[config.mk]
export PLATFORM = sky130hd
export DESIGN_NAME = vic_ctrl_flat
export DESIGN_NICKNAME = d
export VERILOG_FILES = /design/src/rtl/vic_ctrl_if.sv /design/src/rtl/vic_ctrl.sv /design/src/flat_wrapper.sv
export SDC_FILE = /design/constraint.sdc
export NUM_CORES = 1
export LEC_CHECK = 0
export BUFFER_PORTS_ARGS = -buffer_cell sky130_fd_sc_hd__clkbuf_2
export CORE_MARGIN = 1.5
export CORE_UTILIZATION = 58
export DETAILED_ROUTE_END_ITERATION = 8
export PLACE_DENSITY_LB_ADDON = 0.1
export SLEW_MARGIN = 0
export SYNTH_ARGS = -nofsm -noshare
export SYNTH_HDL_FRONTEND = slang
export SYNTH_SLANG_ARGS = --single-unit
[constraint.sdc]
create_clock -name i_clk -period 8.8 [get_ports i_clk]
set_input_delay 0.44 -clock i_clk [delete_from_list [all_inputs] [get_ports i_clk]]
set_output_delay 0.44 -clock i_clk [all_outputs]
set_load 0.05 [all_outputs]
[src/rtl/vic_ctrl_if.sv]
// vic_ctrl_if: CPU register bus for the VIC controller.
//   i_we    : write strobe, single cycle
//   i_re    : read strobe, single cycle
//   i_addr  : register word index
//   i_wdata : write data
//   o_rdata : registered read data
// Signal names are as seen from the controller, so the master modport drives
// the i_* signals and the slave modport drives o_rdata.
interface vic_ctrl_if;
    logic        i_we;
    logic        i_re;
    logic [5:0]  i_addr;
    logic [31:0] i_wdata;
    logic [31:0] o_rdata;

    modport master (
        output i_we,
        output i_re,
        output i_addr,
        output i_wdata,
        input  o_rdata
    );

    modport slave (
        input  i_we,
        input  i_re,
        input  i_addr,
        input  i_wdata,
        output o_rdata
    );
endinterface

[src/rtl/vic_ctrl.sv]
// vic_ctrl: CPU-side controller for the vectored interrupt controller.
// Holds the global enable, per-source config nibbles and the vector base, and
// sequences request -> acknowledge -> service -> end-of-interrupt between the
// interrupt detector and the CPU core.
//
// Ports:
//   i_clk, i_rst       : clock, asynchronous active-high reset
//   bus (slave)        : register bus (we/re/addr/wdata/rdata)
//   i_vic_irq/addr     : dispatch request and source number from the detector
//   o_vic_busy         : detector busy input (high in PEND and SERV)
//   o_vic_en           : detector global enable (CTRL[0])
//   o_vic_cfg          : nibble i = {en, rise, fall, level} for source i
//   o_cpu_irq/i_cpu_ack: request to / acknowledge from the core
//   o_irq_id, o_vector : latched source number and its handler address
//
// Optional feature: define VIC_VECTOR_TABLE_EN to add 31 vector registers
// (VEC0-VEC30 at 0x20-0x3E) that replace the BASE + 4*id vector computation.
module vic_ctrl #(
    parameter logic [31:0] VEC_RESET = 32'h0000_0100
) (
    input  logic         i_clk,
    input  logic         i_rst,
    vic_ctrl_if.slave    bus,
    input  logic         i_vic_irq,
    input  logic [4:0]   i_vic_addr,
    output logic         o_vic_busy,
    output logic         o_vic_en,
    output logic [123:0] o_vic_cfg,
    output logic         o_cpu_irq,
    input  logic         i_cpu_ack,
    output logic [4:0]   o_irq_id,
    output logic [31:0]  o_vector
);

    typedef enum logic [1:0] {
        ST_IDLE,
        ST_PEND,
        ST_SERV,
        ST_DONE
    } state_t;

    state_t        state_q, state_d;
    logic          ctrl_en_q, ctrl_en_d;
    logic [31:0]   base_q, base_d;
    logic [123:0]  cfg_q, cfg_d;
    logic [31:0]   rdata_q, rdata_d;
    logic [4:0]    irq_id_q, irq_id_d;
    logic          irq_prev_q;

    logic          wr_ctrl, wr_eoi, wr_base;
    logic [31:0]   rd_val;

`ifdef VIC_VECTOR_TABLE_EN
    logic [31:0]   vec_q [31];
    logic [31:0]   vec_d [31];
    logic          wr_vec;
`endif

    assign wr_ctrl = bus.i_we && (bus.i_addr == 6'h00);
    assign wr_eoi  = bus.i_we && (bus.i_addr == 6'h02);
    assign wr_base = bus.i_we && (bus.i_addr == 6'h03);
`ifdef VIC_VECTOR_TABLE_EN
    assign wr_vec  = bus.i_we && bus.i_addr[5] && (bus.i_addr[4:0] != 5'd31);
`endif

    // Register file next-state
    always_comb begin
        ctrl_en_d = ctrl_en_q;
        base_d    = base_q;
        cfg_d     = cfg_q;
        if (wr_ctrl) ctrl_en_d = bus.i_wdata[0];
        if (wr_base) base_d    = {bus.i_wdata[31:2], 2'b00};
        if (bus.i_we) begin
            case (bus.i_addr)
                6'h04:   cfg_d[31:0]   = bus.i_wdata;
                6'h05:   cfg_d[63:32]  = bus.i_wdata;
                6'h06:   cfg_d[95:64]  = bus.i_wdata;
                6'h07:   cfg_d[123:96] = bus.i_wdata[27:0];
                default: ;
            endcase
        end
    end

`ifdef VIC_VECTOR_TABLE_EN
    always_comb begin
        vec_d = vec_q;
        if (wr_vec) vec_d[bus.i_addr[4:0]] = {bus.i_wdata[31:2], 2'b00};
    end
`endif

    // Read mux sees pre-write register values, so a simultaneous write and
    // read returns the old contents.
    always_comb begin
        rd_val = '0;
        case (bus.i_addr)
            6'h00:   rd_val = {31'b0, ctrl_en_q};
            6'h01:   rd_val = {19'b0, irq_id_q, 6'b0,
                               (state_q == ST_SERV), (state_q == ST_PEND)};
            6'h03:   rd_val = base_q;
            6'h04:   rd_val = cfg_q[31:0];
            6'h05:   rd_val = cfg_q[63:32];
            6'h06:   rd_val = cfg_q[95:64];
            6'h07:   rd_val = {4'b0, cfg_q[123:96]};
            default: begin
`ifdef VIC_VECTOR_TABLE_EN
                if (bus.i_addr[5] && (bus.i_addr[4:0] != 5'd31))
                    rd_val = vec_q[bus.i_addr[4:0]];
`endif
            end
        endcase
        rdata_d = bus.i_re ? rd_val : rdata_q;
    end

    // Dispatch FSM next-state
    always_comb begin
        state_d  = state_q;
        irq_id_d = irq_id_q;
        case (state_q)
            ST_IDLE: begin
                if (i_vic_irq && !irq_prev_q && ctrl_en_q) begin
                    state_d  = ST_PEND;
                    irq_id_d = i_vic_addr;
                end
            end
            ST_PEND: begin
                // Ack takes priority over withdrawal and over a same-cycle EOI.
                if (i_cpu_ack)
                    state_d = ST_SERV;
                else if (wr_ctrl && !bus.i_wdata[0])
                    state_d = ST_DONE;
            end
            ST_SERV: begin
                if (wr_eoi) state_d = ST_DONE;
            end
            ST_DONE: state_d = ST_IDLE;
            default: state_d = ST_IDLE;
        endcase
    end

    always_ff @(posedge i_clk or posedge i_rst) begin
        if (i_rst) begin
            state_q    <= ST_IDLE;
            ctrl_en_q  <= 1'b0;
            base_q     <= VEC_RESET;
            cfg_q      <= '0;
            rdata_q    <= '0;
            irq_id_q   <= '0;
            irq_prev_q <= 1'b0;
        end else begin
            state_q    <= state_d;
            ctrl_en_q  <= ctrl_en_d;
            base_q     <= base_d;
            cfg_q      <= cfg_d;
            rdata_q    <= rdata_d;
            irq_id_q   <= irq_id_d;
            irq_prev_q <= i_vic_irq;
        end
    end

`ifdef VIC_VECTOR_TABLE_EN
    always_ff @(posedge i_clk or posedge i_rst) begin
        if (i_rst) begin
            for (int unsigned i = 0; i < 31; i++)
                vec_q[i] <= VEC_RESET + 32'(4 * i);
        end else begin
            vec_q <= vec_d;
        end
    end

    // Source 31 has no table entry; its vector reads as 0.
    assign o_vector = (irq_id_q == 5'd31) ? '0 : vec_q[irq_id_q];
`else
    assign o_vector = base_q + {25'b0, irq_id_q, 2'b00};
`endif

    assign bus.o_rdata = rdata_q;
    assign o_vic_busy  = (state_q == ST_PEND) || (state_q == ST_SERV);
    assign o_cpu_irq   = (state_q == ST_PEND);
    assign o_vic_en    = ctrl_en_q;
    assign o_vic_cfg   = cfg_q;
    assign o_irq_id    = irq_id_q;

endmodule
[src/flat_wrapper.sv]
// flat-port wrapper written by rule: the top's interface ports become plain ports
module vic_ctrl_flat 
#(
    parameter logic [31:0] VEC_RESET = 32'h0000_0100
)
  (i_clk, i_rst, i_vic_irq, i_vic_addr, o_vic_busy, o_vic_en, o_vic_cfg, o_cpu_irq, i_cpu_ack, o_irq_id, o_vector, bus_i_we, bus_i_re, bus_i_addr, bus_i_wdata, bus_o_rdata);
  vic_ctrl_if bus_i ();
  input  logic i_clk;
  input  logic i_rst;
  input  logic i_vic_irq;
  input  logic [4:0] i_vic_addr;
  output logic o_vic_busy;
  output logic o_vic_en;
  output logic [123:0] o_vic_cfg;
  output logic o_cpu_irq;
  input  logic i_cpu_ack;
  output logic [4:0] o_irq_id;
  output logic [31:0] o_vector;
  input wire logic [$bits(bus_i.i_we)-1:0] bus_i_we;
  input wire logic [$bits(bus_i.i_re)-1:0] bus_i_re;
  input wire logic [$bits(bus_i.i_addr)-1:0] bus_i_addr;
  input wire logic [$bits(bus_i.i_wdata)-1:0] bus_i_wdata;
  output wire logic [$bits(bus_i.o_rdata)-1:0] bus_o_rdata;
  assign bus_i.i_we = bus_i_we;
  assign bus_i.i_re = bus_i_re;
  assign bus_i.i_addr = bus_i_addr;
  assign bus_i.i_wdata = bus_i_wdata;
  assign bus_o_rdata = bus_i.o_rdata;
  vic_ctrl #(.VEC_RESET(VEC_RESET)) u_core (.i_clk(i_clk), .i_rst(i_rst), .bus(bus_i), .i_vic_irq(i_vic_irq), .i_vic_addr(i_vic_addr), .o_vic_busy(o_vic_busy), .o_vic_en(o_vic_en), .o_vic_cfg(o_vic_cfg), .o_cpu_irq(o_cpu_irq), .i_cpu_ack(i_cpu_ack), .o_irq_id(o_irq_id), .o_vector(o_vector));
endmodule
==> out/qor.txt, run 1 <==
leak pwr: 5.769 nW
vias in the first global route: 6991
Distinct cells, synth: 54
Cell Count, Final, Fillers Out: 1201
Post-synth EDFFs: 0
final period utilization: 0.4352
Placer Congestion: 0.7949
share of post-route cells with drive strength above 1: 0.4640
first-pass GRT wire length: 39.46 mm
Vias: 7007
final hold viol count: 0
Cells after DPL: 1170
Buf/Inv on CP: 2
Port Buffers: 242
outcome: finished, final reports clean
crit-path max cell delay: 0.71 ns
Setup Fix Bufs, Post-CTS: 0
setup slack after layout: 4.970 ns
Max-Slew Margin vs Limit: 0.2032
CTS tree: built
Total Routing Usage GR: 0.2949
final instance area: 11430 um2
CTS Buf Count: 17
Syn Area/Cell: 12.69 um2
worst path required time: 8.36 ns
Residual DRC: 0
Core ar.: 15940 um2
I/O pin count: 245
Row Count: 46
clock root cell: clkbuf_16
Post-Place Worst Slack: 5.052 ns
DR vias/cell: 5.834
antenna violations before repair: 0
Crit Path Max Fanout: 12
Seq/Total Area, Yosys: 0.5127
CP Cell Sequence: ha_1 > inv_1 > fa_1 > nor2b_1 > o2111ai_1 > a2111oi_0 > xor2_1 > clkbuf_2
max-slew violation count: 0
Post-Syn Instances: 750
Worst Skew: 0.009483 ns
# nets final: 1032
CP max-delay cell: a2111oi_0
hpwl dp: 17.11 mm
delay-heaviest family, CP: compound AO/OA/AOI/OAI gates
Max-Cap Viols: 0
Critical Path Start: u_core.o_irq_id[0]
max frequency: 261.1 MHz
post-route ant nets: 0
Worst VDD drop: 0.0001412 V
power density over cell area: 243.8 nW/um2
worst-skew pair later-pin latency: 0.43 ns
RSZ-0062 raised after global routing: false
#FFs+latches synth: 195
drt initial violations: 397
Area after DPL: 10870 um2
Async SR Flop Fraction: 1.000
Least-Margin Pin Slew: 1.192 ns
cell area after synthesis: 9519 um2
drt total wl: 25.04 mm
reg-to-reg slack, setup: 7.22 ns
sum of negative setup slack: 0 ns
worst hold path class: in2async
global route total overflow: 0
worst reg2reg path depth: 6
number of diodes: 0
Worst path depth: 8
R2R Path End: u_core.state_q[1]
Crit Path Class: reg2out
CTS resizes: 0
maximum clock insertion buffer count: 2
min cycle time layout: 3.830 ns
die extent in x: 131.1 um
crit path launch type: flop
crit path capture: o_vector[18]
Synth warnings: 0
worst hold slack: 0.1476 ns
number of detailed-route iterations in the first pass: 5
area delta synth->final: 20.08%
die height: 131.1 um
CTS Hold Bufs: 0
clk slew on worst S/H paths: 0.07 ns
arrival time worst endpoint: 3.39 ns
nature of the critical path endpoint: primary output
r2r startpoint: u_core.state_q[1]
H-tree level count: 4
pin count of the biggest net entering global routing: 118
DR WL/cell: 20.85 um
die footprint: 17190 um2
Primary FF master, synth: dfrtp_1
Final Setup Violations: 0
CTS sink cnt: 195
Initial Utilization: 0.5971
## kinds of logic after synthesis
group / after synthesis / share of synthesized area
adder cells (fa/ha/maj): 10 / 0.01393
other: 1 / 0.0003939
flip-flops: 195 / 0.5128
AND/OR/NAND/NOR: 124 / 0.07453
XOR/XNOR: 28 / 0.02576
buffers and inverters: 71 / 0.03339
multiplexers: 201 / 0.2461
AO/OA/AOI/OAI: 120 / 0.09319
## synthesized netlist by cell type, types with 2 or more instances
master / instances / share of area
nor2_1: 10 / 0.0039
nand2b_1: 23 / 0.015
o21a_1: 27 / 0.021
xor2_1: 13 / 0.012
or4_1: 3 / 0.0024
o211ai_1: 2 / 0.0016
nor3_4: 2 / 0.0034
nor2b_1: 3 / 0.0020
clkbuf_1: 24 / 0.0095
ha_1: 9 / 0.012
mux2_4: 30 / 0.047
buf_4: 2 / 0.0016
a22oi_1: 24 / 0.019
inv_1: 21 / 0.0083
and3_1: 4 / 0.0026
o21ai_0: 3 / 0.0016
nand2_1: 32 / 0.013
nand3b_1: 3 / 0.0024
buf_2: 17 / 0.0089
o21bai_1: 2 / 0.0016
buf_6: 3 / 0.0035
o2111ai_1: 2 / 0.0018
a32oi_1: 24 / 0.022
mux2_2: 134 / 0.16
nor3_1: 8 / 0.0042
nand4_1: 12 / 0.0079
nand3_1: 11 / 0.0058
mux2i_1: 36 / 0.038
xnor2_1: 15 / 0.014
a2111oi_0: 2 / 0.0018
o2bb2ai_1: 3 / 0.0028
a211oi_1: 5 / 0.0039
o22ai_1: 5 / 0.0033
dfrtp_1: 194 / 0.51
or4b_1: 2 / 0.0021
buf_1: 4 / 0.0016
nor4_1: 3 / 0.0020
a21oi_1: 17 / 0.0089
## placed cells by master, fill, tap and decap left out, types with 11 or more instances in the layout
master     Yosys  final
inv_1         21     20
xnor2_1       15     15
a21oi_1       17     17
dfrtp_1      194    194
xor2_1        13     13
mux2_4        30     30
a32oi_1       24     24
nand2b_1      23     23
a22oi_1       24     24
nand4_1       12     12
mux2_2       134    134
nand3_1       11     11
buf_4          2     11
mux2i_1       36     36
nand2_1       32     31
clkbuf_16      0     17
o21a_1        27     27
clkbuf_2       0    241
## power by group
part           leakage [nW]  internal, W  switching (W)
combinational          2.91     0.000249       0.000661
sequential             2.59      0.00101       0.000114
clock                 0.273     0.000420       0.000334
total                  5.77      0.00168        0.00111
## worst register-to-register path: cells and delay by family (launching register included)
family / cells / cell delay (ns)
adders and majority gates: 1 / 0.20
AOI/OAI and AO/OA: 1 / 0.13
DFF: 1 / 0.41
and+or+nand+nor: 2 / 0.29
muxes: 1 / 0.33
buffers and inverters: 1 / 0.11
## state kept, by name (all words and copies together) (netlist names)
| register | cells |
|---|---|
| u_core.o_vic_en | 1 |
| u_core.o_irq_id | 5 |
| u_core.bus.o_rdata | 32 |
| u_core.o_vic_cfg | 124 |
| u_core.irq_prev_q | 1 |
| u_core.state_q | 2 |
| u_core.base_q | 30 |
## worst min path at each step
stage | cells past startpoint | slack [ns] | end
detailed placement | 2 | 0.52 | u_core.bus.o_rdata[10]
global placement | 1 | 0.51 | u_core.o_vic_cfg[36]
CTS | 1 | 0.14 | u_core.irq_prev_q
global route | 1 | 0.14 | u_core.irq_prev_q
finish | 2 | 0.15 | u_core.o_vic_cfg[97]
floorplan | 0 | 0.47 | u_core.irq_prev_q
## stage by stage
step	util	total power [W]
after floorplan	-	0.001816
after global placement	0.6816	0.002032
after detailed placement	0.6816	0.002047
after CTS	0.7170	0.002795
after global routing	0.7170	0.002887
final	0.7170	0.002787
## routing by layer
layer | vias up | GRT usage | wire [um] | part of all wire
met4 | 0 | 0.08677 | 440 | 0.018
met2 | 248 | 0.4800 | 12110 | 0.48
met1 | 3541 | 0.3943 | 10940 | 0.44
met5 | - | 0 | 0 | 0
li1 | 3185 | - | - | -
met3 | 33 | 0.07176 | 1544 | 0.062
## layout make-up
type                    count  area, um2
flip-flops and latches    195       4881
fillers                  1204       4512
multi-input cells         485       4335
repair buffers            253       1294
clock buffers              24      491.7
well taps                 216      270.3
inverters                  21      86.33
clock inverters             7      72.57
Power figures use the tool's default switching activity.
==> run 2: changes to the inputs <==
- ABC_AREA: not set -> 1
- CORE_UTILIZATION: 58 -> 54
- clock period: 8.8 -> 3.6 ns (I/O delays scaled with it)
==> run 2 against run 1 <==
  * Critical path depth up 3
  * Clock power up 150%
  * Routed wire length up 27%
  * Die area up 9.3%
  * Sequential power rose to 2.5 times the previous value
==> out/qor.txt, run 2 <==
Worst VDD drop: 0.0004679 V
min cycle time layout: 2.798 ns
drt initial violations: 936
clock root cell: clkbuf_16
Initial Utilization: 0.5573
worst-skew pair later-pin latency: 0.44 ns
maximum clock insertion buffer count: 2
number of diodes: 0
post-route ant nets: 0
Synth warnings: 0
Critical Path Start: u_core.o_irq_id[0]
Max-Cap Viols: 0
# nets final: 1548
CTS Buf Count: 17
leading cell type in the layout, fill and taps excluded: nand2_1
Placer Congestion: 0.9559
DR WL/cell: 18.41 um
worst hold slack: 0.008810 ns
Yosys top cell by area: dfrtp_1
die height: 137.1 um
final period utilization: 0.7772
met2 global-route usage: 0.5006
Core ar.: 17420 um2
DR vias/cell: 5.560
area delta synth->final: 21.81%
Max-Slew Margin vs Limit: 0.4023
drt total wl: 31.80 mm
cell area after synthesis: 9707 um2
Residual DRC: 0
die extent in x: 137.1 um
Vias: 9602
outcome: finished, final reports clean
Syn Area/Cell: 7.728 um2
hpwl dp: 23.18 mm
antenna violations before repair: 0
crit path launch type: flop
global route total overflow: 0
min-delay src: i_vic_addr[4]
max frequency: 357.4 MHz
RSZ-0062 raised after global routing: false
clk slew on worst S/H paths: 0.07 ns
Port Buffers: 242
#FFs+latches synth: 195
arrival time worst endpoint: 2.62 ns
Post-Syn Instances: 1256
CTS sink cnt: 195
max reg flops: 124
leak pwr: 6.365 nW
power density over cell area: 597.2 nW/um2
Seq/Total Area, Yosys: 0.5028
max-slew violation count: 0
CTS tree: built
synth top area cells: dfrtp_1, nand2_1, nand3_1
Final Setup Violations: 0
Total Routing Usage GR: 0.3483
Row Count: 48
Async SR Flop Fraction: 1.000
grt met1 use: 0.5216
H-tree level count: 4
Worst Skew: 0.01092 ns
nature of the critical path endpoint: primary output
share of post-route cells with drive strength above 1: 0.2084
Area after DPL: 11070 um2
worst hold path class: in2reg
pin count of the biggest net entering global routing: 77
most frequent cells in the layout: nand2_1, clkbuf_2, dfrtp_1
Distinct cells, synth: 33
final instance area: 11820 um2
r2r startpoint: u_core.state_q[0]
Post-synth EDFFs: 0
Least-Margin Pin Slew: 0.8932 ns
worst path required time: 3.42 ns
Primary FF master, synth: dfrtp_1
sum of negative setup slack: 0 ns
vias in the first global route: 8722
fin util: 0.6789
Commonest cells post-synth: nand2_1, dfrtp_1, nand3_1, inv_1, nor2_1
most frequent cell after synthesis: nand2_1
number of detailed-route iterations in the first pass: 6
CTS resizes: 0
Crit Path Class: reg2out
met3 GRT Util: 0.09296
first-pass GRT wire length: 48.65 mm
die footprint: 18790 um2
I/O pin count: 245
Crit Path Max Fanout: 5
Synth top area share: 0.5001
final hold viol count: 0
global route hottest layer: met1
run 2: cell count changes in the layout (fill, tap and decap cells not counted), sizes merged, moves of 19 or more:
cell         previous run  this run
a22oi                  24         0
a32oi                  24         0
dlygate4sd3             0        19
inv                    22       101
mux2                  164         3
mux2i                  36         0
nand2                  33       395
nand2b                 23         0
nand3                  11       151
nor2                   10       107
o21ai                   3       153
run 2: power by group:
part           switching, W  internal [W]  leakage (nW)
combinational       0.00189      0.000521          3.54
clock              0.000885      0.000963         0.271
sequential         0.000310       0.00249          2.55
total               0.00309       0.00397          6.36
run 2: layout make-up:
class	instances	area, um2
flip-flops and latches	195	4881
clock inverters	14	130.1
repair buffers	278	1554
well taps	225	281.5
multi-input cells	899	4177
fillers	1517	5593
clock buffers	18	429.2
inverters	98	371.6
run 2: worst max-delay path: stages (launching register included):
cell,delay (ns)
dfrtp_1,0.40
ha_1,0.18
inv_1,0.06
fa_1,0.41
inv_1,0.09
nand3_1,0.06
nand2_1,0.15
nand2_1,0.06
o21ai_0,0.24
nand3_1,0.13
nand2_1,0.10
clkbuf_2,0.27
run 2: cells by family after synthesis:
family / Yosys count / synth area share
DFF: 195 / 0.5028
xor gates and xnor gates: 13 / 0.01173
AOI/OAI and AO/OA: 190 / 0.1009
buffers and inverters: 163 / 0.06909
muxes: 3 / 0.003480
other: 1 / 0.0003863
and+or+nand+nor: 681 / 0.2979
adders and majority gates: 10 / 0.01366
run 2: worst paths after layout:
path / cells past startpoint / slack, ns / endpoint
worst max register to register: 4 / 2.02 / u_core.o_irq_id[4]
min in group asynchronous: 3 / 0.24 / u_core.bus.o_rdata[30]
worst min register to register: 2 / 0.48 / u_core.bus.o_rdata[2]
worst min-delay path: 2 / 0.009 / u_core.o_irq_id[4]
worst max-delay path: 11 / 0.80 / o_vector[26]
max in group asynchronous: 4 / 2.58 / u_core.o_vic_cfg[82]
run 2: layer usage:
| layer | vias up | share of wire |
|---|---|---|
| li1 | 4512 | - |
| met1 | 4540 | 0.44 |
| met2 | 509 | 0.43 |
| met3 | 41 | 0.11 |
| met4 | 0 | 0.017 |
| met5 | - | 0 |
run 2: repair_timing:
| item | 4_1_cts | 5_1_grt |
|---|---|---|
| setup buffers | 0 | 0 |
| hold buffers | 19 | 0 |
| hold endpoints to repair | 26 | 0 |
run 2: per-stage QoR:
| stage | setup slack (ns) | instances | power (W) |
|---|---|---|---|
| 2_1_floorplan | 0.8136 | 1257 | 0.004570 |
| 4_1_cts | 0.7665 | 1727 | 0.007055 |
| 6_report | 0.8021 | 1727 | 0.007061 |
| 3_5_place_dp | 1.182 | 1676 | 0.005224 |
| 5_1_grt | 0.5997 | 1727 | 0.007337 |
| 3_3_place_gp | 1.301 | 1676 | 0.005184 |
==> run 3: changes to the inputs <==
- ABC_AREA: 1 -> 0
- clock period: 3.6 -> 2.6 ns (I/O delays scaled with it)
==> run 3 against run 2 <==
  * The run now ends with setup timing left
  * Global-route usage is 5.5 points lower
  * Final area is 8.2% higher
  * Final cell count is 26% lower
  * Hold slack better by 0.00076 ns
  * Critical path type unchanged
  * Critical endpoint is now o_vector[22]
  * Highest routed layer unchanged
==> out/qor.txt, run 3 (same netlist as run 1, synthesis figures left out) <==
RSZ-0062 raised after global routing: true
vias in the first global route: 7328
CP max-delay cell: dfrtp_1
worst path required time: 2.47 ns
share of post-route cells with drive strength above 1: 0.5200
max frequency: 361.1 MHz
Crit Path Class: reg2out
fin util: 0.7423
worst hold slack: 0.009574 ns
Sequential Power Share: 0.387
Row Count: 48
post-route ant nets: 0
CP Cell Sequence: ha_4 > inv_2 > fa_2 > nor2b_4 > o2111ai_4 > buf_6 > a211o_1 > xnor2_4 > buf_12
power density over cell area: 768.0 nW/um2
clock root cell: clkbuf_16
Worst VDD drop: 0.0005521 V
sum of negative setup slack: -1.248 ns
failing checks: setup timing
# nets final: 1097
leading cell type in the layout, fill and taps excluded: clkbuf_2
crit path launch type: flop
antenna violations before repair: 0
most frequent cells in the layout: clkbuf_2, dfrtp_1, mux2_2
clk slew on worst S/H paths: 0.07 ns
r2r startpoint: u_core.state_q[0]
max reg flops: 124
Worst Skew: 0.009970 ns
Port Buffers: 242
hpwl dp: 18.00 mm
crit-path max cell delay: 0.40 ns
I/O pin count: 245
Max-Cap Viols: 0
nature of the critical path endpoint: primary output
final hold viol count: 0
Final Setup Violations: 12
number of diodes: 0
P_sw: 0.004005 W
Buf/Inv on CP: 3
CTS sink cnt: 195
Total Routing Usage GR: 0.2930
max-slew violation count: 0
Placer Congestion: 0.8185
Clock Power Share: 0.255
drt total wl: 26.62 mm
combinational share of power: 0.357
die height: 135.8 um
min-delay src: bus_i_wdata[15]
Switching Fraction: 0.4075
Critical Path Start: u_core.base_q[2]
number of detailed-route iterations in the first pass: 4
Core ar.: 17240 um2
Least-Margin Pin Slew: 0.8047 ns
Area after DPL: 11610 um2
pin count of the biggest net entering global routing: 76
maximum clock insertion buffer count: 2
first-pass GRT wire length: 40.99 mm
outcome: complete, but fails checks
global route total overflow: 0
leak pwr: 6.263 nW
CTS tree: built
delay-heaviest family, CP: adder cells
fillcell total: 1178
final period utilization: 1.065
final instance area: 12790 um2
worst-skew pair later-pin latency: 0.44 ns
Residual DRC: 0
Max-Slew Margin vs Limit: 0.4635
drt initial violations: 387
worst hold path class: in2reg
Crit Path Max Fanout: 6
DR WL/cell: 20.88 um
arrival time worst endpoint: 2.64 ns
Vias: 7271
Internal: 0.005822 W
die footprint: 18430 um2
die extent in x: 135.8 um
DR vias/cell: 5.703
min cycle time layout: 2.769 ns
area delta synth->final: 34.41%
H-tree level count: 4
Initial Utilization: 0.5523
setup slack after layout: -0.1693 ns
CTS Buf Count: 17
[run 3: final cells by class]
| class | count | area (um2) | area share |
|---|---|---|---|
| Multi-Input combinational cell | 485 | 4813 | 0.3762 |
| Inverter | 21 | 82.58 | 0.006454 |
| Timing Repair Buffer | 318 | 2177 | 0.1702 |
| Clock inverter | 13 | 125.1 | 0.009779 |
| Sequential cell | 195 | 4886 | 0.3819 |
| Clock buffer | 18 | 429.2 | 0.03354 |
| Tap cell | 225 | 281.5 | 0.02200 |
[run 3: power groups by stage]
stage / sequential, W / combinational [W] / clock, W
floorplan: 0.00484 / 0.00137 / 0
global placement: 0.00382 / 0.00329 / 0
detailed placement: 0.00384 / 0.00331 / 0
CTS: 0.00379 / 0.00340 / 0.00254
global route: 0.00386 / 0.00367 / 0.00266
finish: 0.00381 / 0.00351 / 0.00251
[run 3: routing by layer]
metal  global-route usage  share of wire  vias up
met5                    0              0        -
met4              0.07885          0.015        0
met3              0.06397          0.054       27
met2               0.4783           0.49      214
met1               0.3969           0.44     3709
li1                     -              -     3321
[run 3: worst paths after layout]
path	to	slack [ns]	depth (start not counted)
worst min-delay path	u_core.o_vic_cfg[15]	0.01	2
max in group asynchronous	u_core.o_irq_id[3]	1.38	4
worst max-delay path	o_vector[22]	-0.17	9
worst max register to register	u_core.o_irq_id[0]	0.97	4
worst min register to register	u_core.bus.o_rdata[10]	0.53	2
min in group asynchronous	u_core.o_vic_cfg[32]	0.35	3
[run 3: stage by stage]
| stage | instances | power, W | worst slack, ns |
|---|---|---|---|
| after floorplan | 751 | 0.006205 | -0.2623 |
| after global placement | 1201 | 0.007113 | 0.1313 |
| after detailed placement | 1201 | 0.007157 | 0.08083 |
| after CTS | 1261 | 0.009735 | -0.1832 |
| after global routing | 1275 | 0.01020 | -0.2852 |
| final | 1275 | 0.009826 | -0.1693 |
[run 3: what timing repair did]
action                     CTS  global route
hold buffers                25             0
hold endpoints to repair    94             0
setup endpoints to repair   14            23
pin swaps                    8            11
gates resized for setup     30            17
gates cloned                 0             1
buffers inserted             4            13
